**src/rtl/wdog_rst_gen.sv**
```systemverilog
// wdog_rst_gen: watchdog reset generator.
// Counts cycles while armed. If no kick arrives within TIMEOUT cycles, it drives
// rst_req_n low for RST_PULSE cycles and sets a sticky bite_flag. The block runs
// on the power-on reset domain, so bite_flag survives the reset it requests.
// Optional feature macro: WDOG_WARN_EN adds an early-warning output 'warn' that
// rises when the count reaches TIMEOUT/2.
module wdog_rst_gen #(
  parameter int TIMEOUT   = 1000000,
  parameter int CNT_W     = 20,
  parameter int RST_PULSE = 16
) (
  input  logic clk,
  input  logic rst_n,
  input  logic en,
  input  logic kick,
  input  logic clr_flag,
  output logic rst_req_n,
  output logic bite_flag
`ifdef WDOG_WARN_EN
  ,
  output logic warn
`endif
);

  typedef enum logic [1:0] {
    S_DISARMED = 2'd0,
    S_RUNNING  = 2'd1,
    S_BITE     = 2'd2
  } state_t;

  // Integer-domain constants, sliced to the register widths they compare against.
  localparam int unsigned LAST_I  = TIMEOUT - 1;
  localparam int unsigned HALF_I  = TIMEOUT / 2;
  localparam int unsigned PLAST_I = RST_PULSE - 1;

  localparam logic [CNT_W-1:0] C_LAST  = LAST_I[CNT_W-1:0];
  localparam logic [CNT_W-1:0] C_ZERO  = '0;
  localparam logic [CNT_W-1:0] C_ONE   = {{(CNT_W-1){1'b0}}, 1'b1};
  localparam logic [7:0]       C_PLAST = PLAST_I[7:0];
  localparam logic [7:0]       C_PONE  = 8'd1;

  state_t           r_state;
  state_t           w_state_nx;
  logic [CNT_W-1:0] r_cnt;
  logic [CNT_W-1:0] w_cnt_nx;
  logic [CNT_W-1:0] w_cnt_inc;
  logic [7:0]       r_pcnt;
  logic [7:0]       w_pcnt_nx;
  logic             r_req_n;
  logic             w_req_nx;
  logic             r_flag;
  logic             w_flag_nx;
`ifdef WDOG_WARN_EN
  localparam logic [CNT_W-1:0] C_HALF = HALF_I[CNT_W-1:0];
  logic             r_warn;
  logic             w_warn_nx;
`endif

  assign w_cnt_inc = r_cnt + C_ONE;

  // Next-state and next-output logic; every registered output is decided here.
  always_comb begin
    w_state_nx = r_state;
    w_cnt_nx   = r_cnt;
    w_pcnt_nx  = r_pcnt;
    w_req_nx   = r_req_n;
    w_flag_nx  = r_flag;
`ifdef WDOG_WARN_EN
    w_warn_nx  = r_warn;
`endif
    // Clear first so that a bite in the same cycle overrides it.
    if (clr_flag) w_flag_nx = 1'b0;
    case (r_state)
      S_DISARMED: begin
        w_cnt_nx = C_ZERO;
        if (en) w_state_nx = S_RUNNING;
      end
      S_RUNNING: begin
        if (!en) begin
          w_state_nx = S_DISARMED;
          w_cnt_nx   = C_ZERO;
`ifdef WDOG_WARN_EN
          w_warn_nx  = 1'b0;
`endif
        end else if (kick) begin
          w_cnt_nx   = C_ZERO;
`ifdef WDOG_WARN_EN
          w_warn_nx  = 1'b0;
`endif
        end else if (r_cnt == C_LAST) begin
          w_state_nx = S_BITE;
          w_cnt_nx   = C_ZERO;
          w_pcnt_nx  = 8'd0;
          w_req_nx   = 1'b0;
          w_flag_nx  = 1'b1;
`ifdef WDOG_WARN_EN
          w_warn_nx  = 1'b0;
`endif
        end else begin
          w_cnt_nx   = w_cnt_inc;
`ifdef WDOG_WARN_EN
          if (w_cnt_inc == C_HALF) w_warn_nx = 1'b1;
`endif
        end
      end
      S_BITE: begin
        // en and kick are deliberately ignored: a started pulse always completes.
        if (r_pcnt == C_PLAST) begin
          w_state_nx = S_DISARMED;
          w_pcnt_nx  = 8'd0;
          w_req_nx   = 1'b1;
        end else begin
          w_pcnt_nx  = r_pcnt + C_PONE;
        end
      end
      default: begin
        w_state_nx = S_DISARMED;
        w_cnt_nx   = C_ZERO;
        w_pcnt_nx  = 8'd0;
        w_req_nx   = 1'b1;
      end
    endcase
  end

  // State and output registers with synchronous active-low reset.
  always_ff @(posedge clk) begin
    if (!rst_n) begin
      r_state <= S_DISARMED;
      r_cnt   <= C_ZERO;
      r_pcnt  <= 8'd0;
      r_req_n <= 1'b1;
      r_flag  <= 1'b0;
`ifdef WDOG_WARN_EN
      r_warn  <= 1'b0;
`endif
    end else begin
      r_state <= w_state_nx;
      r_cnt   <= w_cnt_nx;
      r_pcnt  <= w_pcnt_nx;
      r_req_n <= w_req_nx;
      r_flag  <= w_flag_nx;
`ifdef WDOG_WARN_EN
      r_warn  <= w_warn_nx;
`endif
    end
  end

  assign rst_req_n = r_req_n;
  assign bite_flag = r_flag;
`ifdef WDOG_WARN_EN
  assign warn      = r_warn;
`endif

endmodule
```
**config.mk**
```make
export PLATFORM = sky130hd
export DESIGN_NAME = wdog_rst_gen
export DESIGN_NICKNAME = d
export VERILOG_FILES = /design/src/rtl/wdog_rst_gen.sv
export SDC_FILE = /design/constraint.sdc
export NUM_CORES = 1
export LEC_CHECK = 0
export CAP_MARGIN = 20
export CORE_MARGIN = 2
export CORE_UTILIZATION = 28
export CTS_CLUSTER_DIAMETER = 150
export DETAILED_ROUTE_END_ITERATION = 7
export PLACE_DENSITY = 0.46
export REMOVE_ABC_BUFFERS = 1
export SLEW_MARGIN = 10
export SYNTH_ARGS = -nofsm -noshare
export SYNTH_HDL_FRONTEND = slang
export SYNTH_SLANG_ARGS = --single-unit
```
**constraint.sdc**
```tcl
create_clock -name clk -period 3 [get_ports clk]
set_input_delay 0.45 -clock clk [delete_from_list [all_inputs] [get_ports clk]]
set_output_delay 0.45 -clock clk [all_outputs]
set_load 0.05 [all_outputs]
```
Word level (Yosys, flattened, before mapping) --
Cells that the tools add are included.
Word-level totals: flip-flop bits (word level) 32, bits in latches 0, memory bits (writable) 0, ROM bits 0, input bits 5, output and inout port bits 2, word-level logic and storage cells 48, memories kept 0
Operators by class: $add $sub $neg 2, $mul 0, divide/modulo/power cells 0, order comparisons 0, equality and inequality tests 11, shift-type cells 0, muxes and demuxes 25, bitwise gates (word level) 1, reductions and logical operators 4
Operators with widths (count):
- 2-to-1 mux 20 bit | 3
- one-hot mux 20 bit (2 select lines) | 1
- 2-to-1 mux 8 bit | 4
- one-hot mux 8 bit (3 select lines) | 1
- adder 20 x 1 -> 20 bit, second input constant | 1
- == test 20 bit, second input constant | 1
- 2-to-1 mux 2 bit | 5
- != test 2 bit, second input constant | 5
- 2-to-1 mux 1 bit | 9
- adder 8 x 1 -> 8 bit, second input constant | 1
- == test 8 x 4 -> 1 bit, second input constant | 1
- AND reduction 4 bit | 2
- != test 3 bit, second input constant | 2
- one-hot mux 2 bit (3 select lines) | 1
- AND reduction 5 bit | 1
- one-hot mux 1 bit (3 select lines) | 1
- == test 2 x 1 -> 1 bit, second input constant | 1
- == test 2 bit, second input constant | 1
- logical NOT 2 bit | 1
- NOT 1 bit | 1

Logic depth before layout (Yosys ltp) --
Gate-level depths: netlist of the first run.
depth after elaboration 5, depth in mapped cells 7, mapped depth without buffers 6

Least setup slack after synthesis of the first run --
No wires, ideal clock.
kind flip-flop to flip-flop, start reg r_cnt[7], end reg r_cnt[18], library setup time 120 ps, arrival 1920 ps, setup slack 961 ps, stages on the path, launching flop included 6, period minus slack after synthesis 2039 ps, cells stage by stage dfxtp_1 > or4b_1 > or4_4 > o21ai_4 > nor3_1 > a211o_1
On the way: longest elaborated chain between the ends 5, elaborated cells between the ends (all ways) 6
Ends and longest elaborated chain:
- start: declaration | RTL line 44 | logic [CNT_W-1:0] r_cnt;
- start signal: assignment | RTL line 138 | r_cnt <= w_cnt_nx;
- adder 20 x 1 -> 20 bit / == test 20 bit (equally long branches) | RTL line 59, 90
- 2-to-1 mux 20 bit (*) | RTL line 90 | end else if (r_cnt == C_LAST) begin
- 2-to-1 mux 20 bit (*) | RTL line 85 | end else if (kick) begin
- 2-to-1 mux 20 bit (*) | RTL line 79 | if (!en) begin
- one-hot mux 20 bit (2 select lines) (*) | RTL line 73 | case (r_state)
Mark *: on every way between the ends. The rest lies on a longest branch, timed or not. A chain may end at the register's enable or synchronous reset.

Worst setup path in the final report of the first run --
start reg r_cnt[7], end reg r_cnt[13]
Same word-level chain as after synthesis.

==> run metrics, run 1 <==
nets=216; first-pass GRT wire length=6840 um; CTS tree=done; share of the synthesized area in the top cell type=0.394; count of pins over their slew limit=0; Yosys cell types=45; period utilisation layout=0.736; Cells after DPL=274; Startpoint Class=flop; mapped cell area=1620 um2; post-layout util=0.340; Post-CTS Hold Buffers=0; DRT iter0 DRCs=83; Setup Skew=0.00855 ns; EDFF count, synth=0; Core Box Area=5540 um2; Worst Path Required=3.17 ns; Resized Gates After CTS=0; crit path max fanout=7; Clock Pin Slew Worst Setup and Hold Paths=0.07 ns; Site Rows=27; maxcap violations=0; setup tns final=0 ns; area grow syn2layout=15.9%; Rel. slew slack=0.669; Crit Path Class=flop to flop; CTS H-tree depth=2; Worst Tran Pin Value=0.495 ns; area leader, netlist=dfxtp_1; initial antenna violation count=0; DP HPWL=2880 um; WL/cell=14.2 um; Post-CTS Setup Repair Bufs=0; WL final=4000 um; Post-Synthesis Cells=197; design area=1880 um2; gr ovfl total=0; DR DRC count=0; clk sinks=32; VDD IR max=240 uV; Leak=0.630 nW; Final ANT Viol Nets=0; I/O Buffers=6; Vias per Instance=5.32; clk buf depth=2; TritonCTS Buffers=5; yosys warns=0; Avg Cell Area, Syn=8.24 um2; register bit total from synthesis=32; Skew-Pair Late Insertion Delay=0.27 ns; asr flop ratio synth=0; Die H=80.2 um; vias after detailed routing=1,496; PwrDens=428 nW/um2; layout cell share with drive strength beyond 1=0.0909; final hold vios=0; n_diodes=0; largest net degree at the start of global routing=18; crit path DAT=2.38 ns; Peak Freq=453 MHz; drt pass-1 iters=4; Min-Delay Path Class=flop to flop; GP Congestion=0.748; CTS root buf=clkbuf_8; Power, Total=0.805 mW; Post-DP Area=1790 um2; Layout Cells excl Fill=281; Die Wd=80.2 um; sequential share of the synthesized area=0.394; largest cells by area after synthesis=dfxtp_1 39%, a21oi_1 4.6%, o21ai_0 4.6%; Post-synth top flop=dfxtp_1; status=completed; RSZ-0062 raised after global routing=no; Post-synth top cells=32 x dfxtp_1, 17 x nor2_1, 15 x a21oi_1, 15 x nand2_1, 15 x o21ai_0; crit path time final=2.21 ns; Ports=7; full die area=6430 um2; vias in the first global route=1,375; final setup vio count=0; endpoint type of the worst setup path=flop; Starting Density=0.293; most common cell in the netlist=dfxtp_1; GRT Total Usage=0.138
state kept, by name, indices dropped and copies added, names as in the netlist:
register / cells
r_pcnt: 8
r_state: 2
rst_req_n: 1
r_cnt: 20
bite_flag: 1
where the power goes:
group / switching (mW) / leakage (nW) / internal (mW)
combinational: 0.0120 / 0.321 / 0.00935
sequential: 0.000747 / 0.258 / 0.426
clock: 0.153 / 0.0503 / 0.204
cell usage in the layout (no fill, tap or decap), types with 4 or more instances in the layout:
cell             Yosys  layout
nand2_1             15      15
nor2_1              17      17
nor3_1               6       6
clkdlybuf4s50_1      0       6
clkbuf_8             0       7
a21oi_1             15      15
nand3_1             13      13
nor2b_1              4       4
and3_1               7       7
buf_4                0       4
dfxtp_1             32      32
a31oi_1             11      11
nand2b_1             5       5
o21ai_0             15      15
final cells by class:
type	count	area [um2]
clock buffers	7	96.3
multi-input cells	159	961
fillers	618	3660
repair buffers	10	90.1
flip-flops and latches	32	641
inverters	1	3.75
well taps	72	90.1
path summary, 6_finish.rpt:
check / startpoint / to / slack [ns] / depth (start not counted)
worst min-delay path: r_pcnt[7] / r_pcnt[7] / 0.47 / 1
worst max-delay path: r_cnt[7] / r_cnt[13] / 0.79 / 5
worst min register to register: r_pcnt[7] / r_pcnt[7] / 0.47 / 1
worst max register to register: r_cnt[7] / r_cnt[13] / 0.79 / 5
kinds of logic after synthesis:
group,count (synthesis),share of synthesized area
mux,3,0.0185
xor+xnor,3,0.0162
buf+inv,6,0.0139
simple gates,87,0.293
flops,32,0.394
fa+ha+maj,2,0.0154
compound gates,64,0.249
layer usage:
| layer | GRT usage | wire length [um] |
|---|---|---|
| met1 | 0.189 | 2070 |
| met2 | 0.214 | 1810 |
| met3 | 0.0303 | 83 |
| met4 | 0.0407 | 29 |
| met5 | 0 | 0 |
per-stage QoR:
step / hold slack (ns) / setup slack, ns
final: 0.470 / 0.791
after detailed placement: 0.459 / 0.653
after floorplan: 0.422 / 0.941
after CTS: 0.468 / 0.787
after global routing: 0.498 / 0.671
after global placement: 0.446 / 0.664
critical path, stage by stage (launching register included):
cell	delay [ns]
dfxtp_1	0.37
or4b_1	0.57
or4_4	0.57
o21ai_4	0.24
o21ai_1	0.10
a22o_1	0.25
Note: power is estimated with default switching activity, not from simulation.
==> inputs of run 2 (changes only) <==
Settings changed: PLACE_DENSITY 0.46 to 0.47.
Clock period 3 ns to 2.02 ns, I/O delays scaled along.
==> run 2 against run 1 <==
  * The flow now finishes with violations (negative setup slack)
  * Setup slack got worse by 0.87 ns
  * Non-clock buffer count rose by 22
  * Die area did not move
  * Sequential power rose by 49%
  * Clock power rose by 51%
  * Power rose by 50%
  * Global-route usage rose by 0.89 points
  * Via count rose by 4.7%
  * Hold slack got worse by 0.0091 ns
  * Critical path type unchanged
  * Largest power group unchanged
  * Highest routed layer unchanged
==> run metrics, run 2 (synthesis gave the netlist of run 1 again) <==
status=complete, but fails checks; failing checks=negative setup slack; Reg-to-Reg End=r_cnt[18]; RSZ-0062 raised after global routing=yes; commonest non-fill, non-tap cell in the layout=dfxtp_1; R2R cell count=5; Post-CTS Hold Buffers=0; vias in the first global route=1,498; crit path time final=2.10 ns; DRT iter0 DRCs=21; hold slack=0.461 ns; GRT Total Usage=0.146; VDD IR max=263 uV; TritonCTS Buffers=5; Core Box Area=5540 um2; setup tns final=-0.223 ns; WL final=4210 um; endpoint type of the worst setup path=flop; PwrDens=586 nW/um2; hold path depth=1; Worst Path Required=2.20 ns; Crit Path Class=flop to flop; WL/cell=13.9 um; vias after detailed routing=1,566; Largest regs=r_cnt x20, r_pcnt x8, r_state x2; met1 usage=0.199; final setup vio count=4; routing usage on met2=0.224; Vias per Instance=5.17; drt pass-1 iters=4; Skew-Pair Late Insertion Delay=0.28 ns; Leak=0.750 nW; hold_sp=r_pcnt[7]; crit path max fanout=7; initial antenna violation count=0; count of pins over their slew limit=0; nets=238; met3 usage=0.0393; full die area=6430 um2; design area=2060 um2; Hold Path End=r_pcnt[7]; CP Launch Point=r_cnt[7]; period utilisation layout=1.04; CTS H-tree depth=2; area grow syn2layout=27.1%; Largest register FFs=20; first-pass GRT wire length=7230 um; maxcap violations=0; R2R Path Start=r_cnt[7]; GP Congestion=0.770; clk sinks=32; largest net degree at the start of global routing=15; most flop-heavy register=r_cnt; DP HPWL=3130 um; Clock Pin Slew Worst Setup and Hold Paths=0.07 ns; Peak Freq=476 MHz; crit path DAT=2.28 ns; final hold vios=0; Startpoint Class=flop; Setup Skew=0.00709 ns; Die Wd=80.2 um; Final ANT Viol Nets=0; Worst Tran Pin Value=0.498 ns; clk buf depth=2; Starting Density=0.293; final setup margin=-0.0812 ns; GRT busiest layer=met2; gr ovfl total=0; I/O Buffers=6; Rel. slew slack=0.667; Min-Delay Path Class=flop to flop; flop2flop setup slack=-0.08 ns; CTS tree=done; Post-DP Area=1940 um2; Site Rows=27; layout cell share with drive strength beyond 1=0.195; Die H=80.2 um; n_diodes=0; CTS root buf=clkbuf_8; Ports=7; DR DRC count=0; commonest cells after routing, fill and taps aside=30 x dfxtp_1, 26 x buf_4, 16 x nor2_1
[run 2: area by class of cell]
type,count,area [um2]
inverter,1,3.75
fill,617,3480
sequential,32,643
clock buffer,7,96.3
timing repair buffer,32,255
multi-input combinational,159,976
tap,72,90.1
[run 2: power by group]
part	total, mW	internal [mW]	switching [mW]
logic	0.0378	0.0190	0.0188
clock network	0.539	0.303	0.236
registers	0.633	0.632	0.000727
total	1.21	0.955	0.255
[run 2: per-layer routing]
layer  vias up  part of all wire
li1        811                 -
met3         6             0.034
met2        19              0.44
met5         -                 0
met1       730              0.52
met4         0             0.013
[run 2: worst max-delay path, cell delays in order, from the launching register on]
cell and delay, ns:
dfxtp_2 0.32, or4b_4 0.53, or4_4 0.58, o21ai_4 0.23, nor3_1 0.08, a211o_1 0.26
[run 2: worst max-delay path by stage]
stage / to / cells after the start / slack (ns)
floorplan: r_cnt[18] / 5 / -0.04
global placement: r_cnt[18] / 5 / -0.06
detailed placement: r_pcnt[0] / 5 / -0.1
CTS: r_cnt[18] / 5 / -0.08
global route: r_cnt[18] / 5 / -0.11
finish: r_cnt[18] / 5 / -0.08
[run 2: metrics by stage]
step,utilization,power [mW],setup WS [ns],std cells
floorplan,-,0.660,-0.0391,192
global placement,0.349,0.685,-0.0572,294
detailed placement,0.349,0.684,-0.0968,294
CTS,0.371,1.23,-0.0758,302
global route,0.373,1.27,-0.110,303
finish,0.373,1.21,-0.0812,303
[run 2: repair_timing]
action / 4_1_cts / 5_1_grt
resized for setup: 4 / 1
setup buffers: 1 / 1
pin swaps: 2 / 2
setup endpoints to repair: 14 / 18
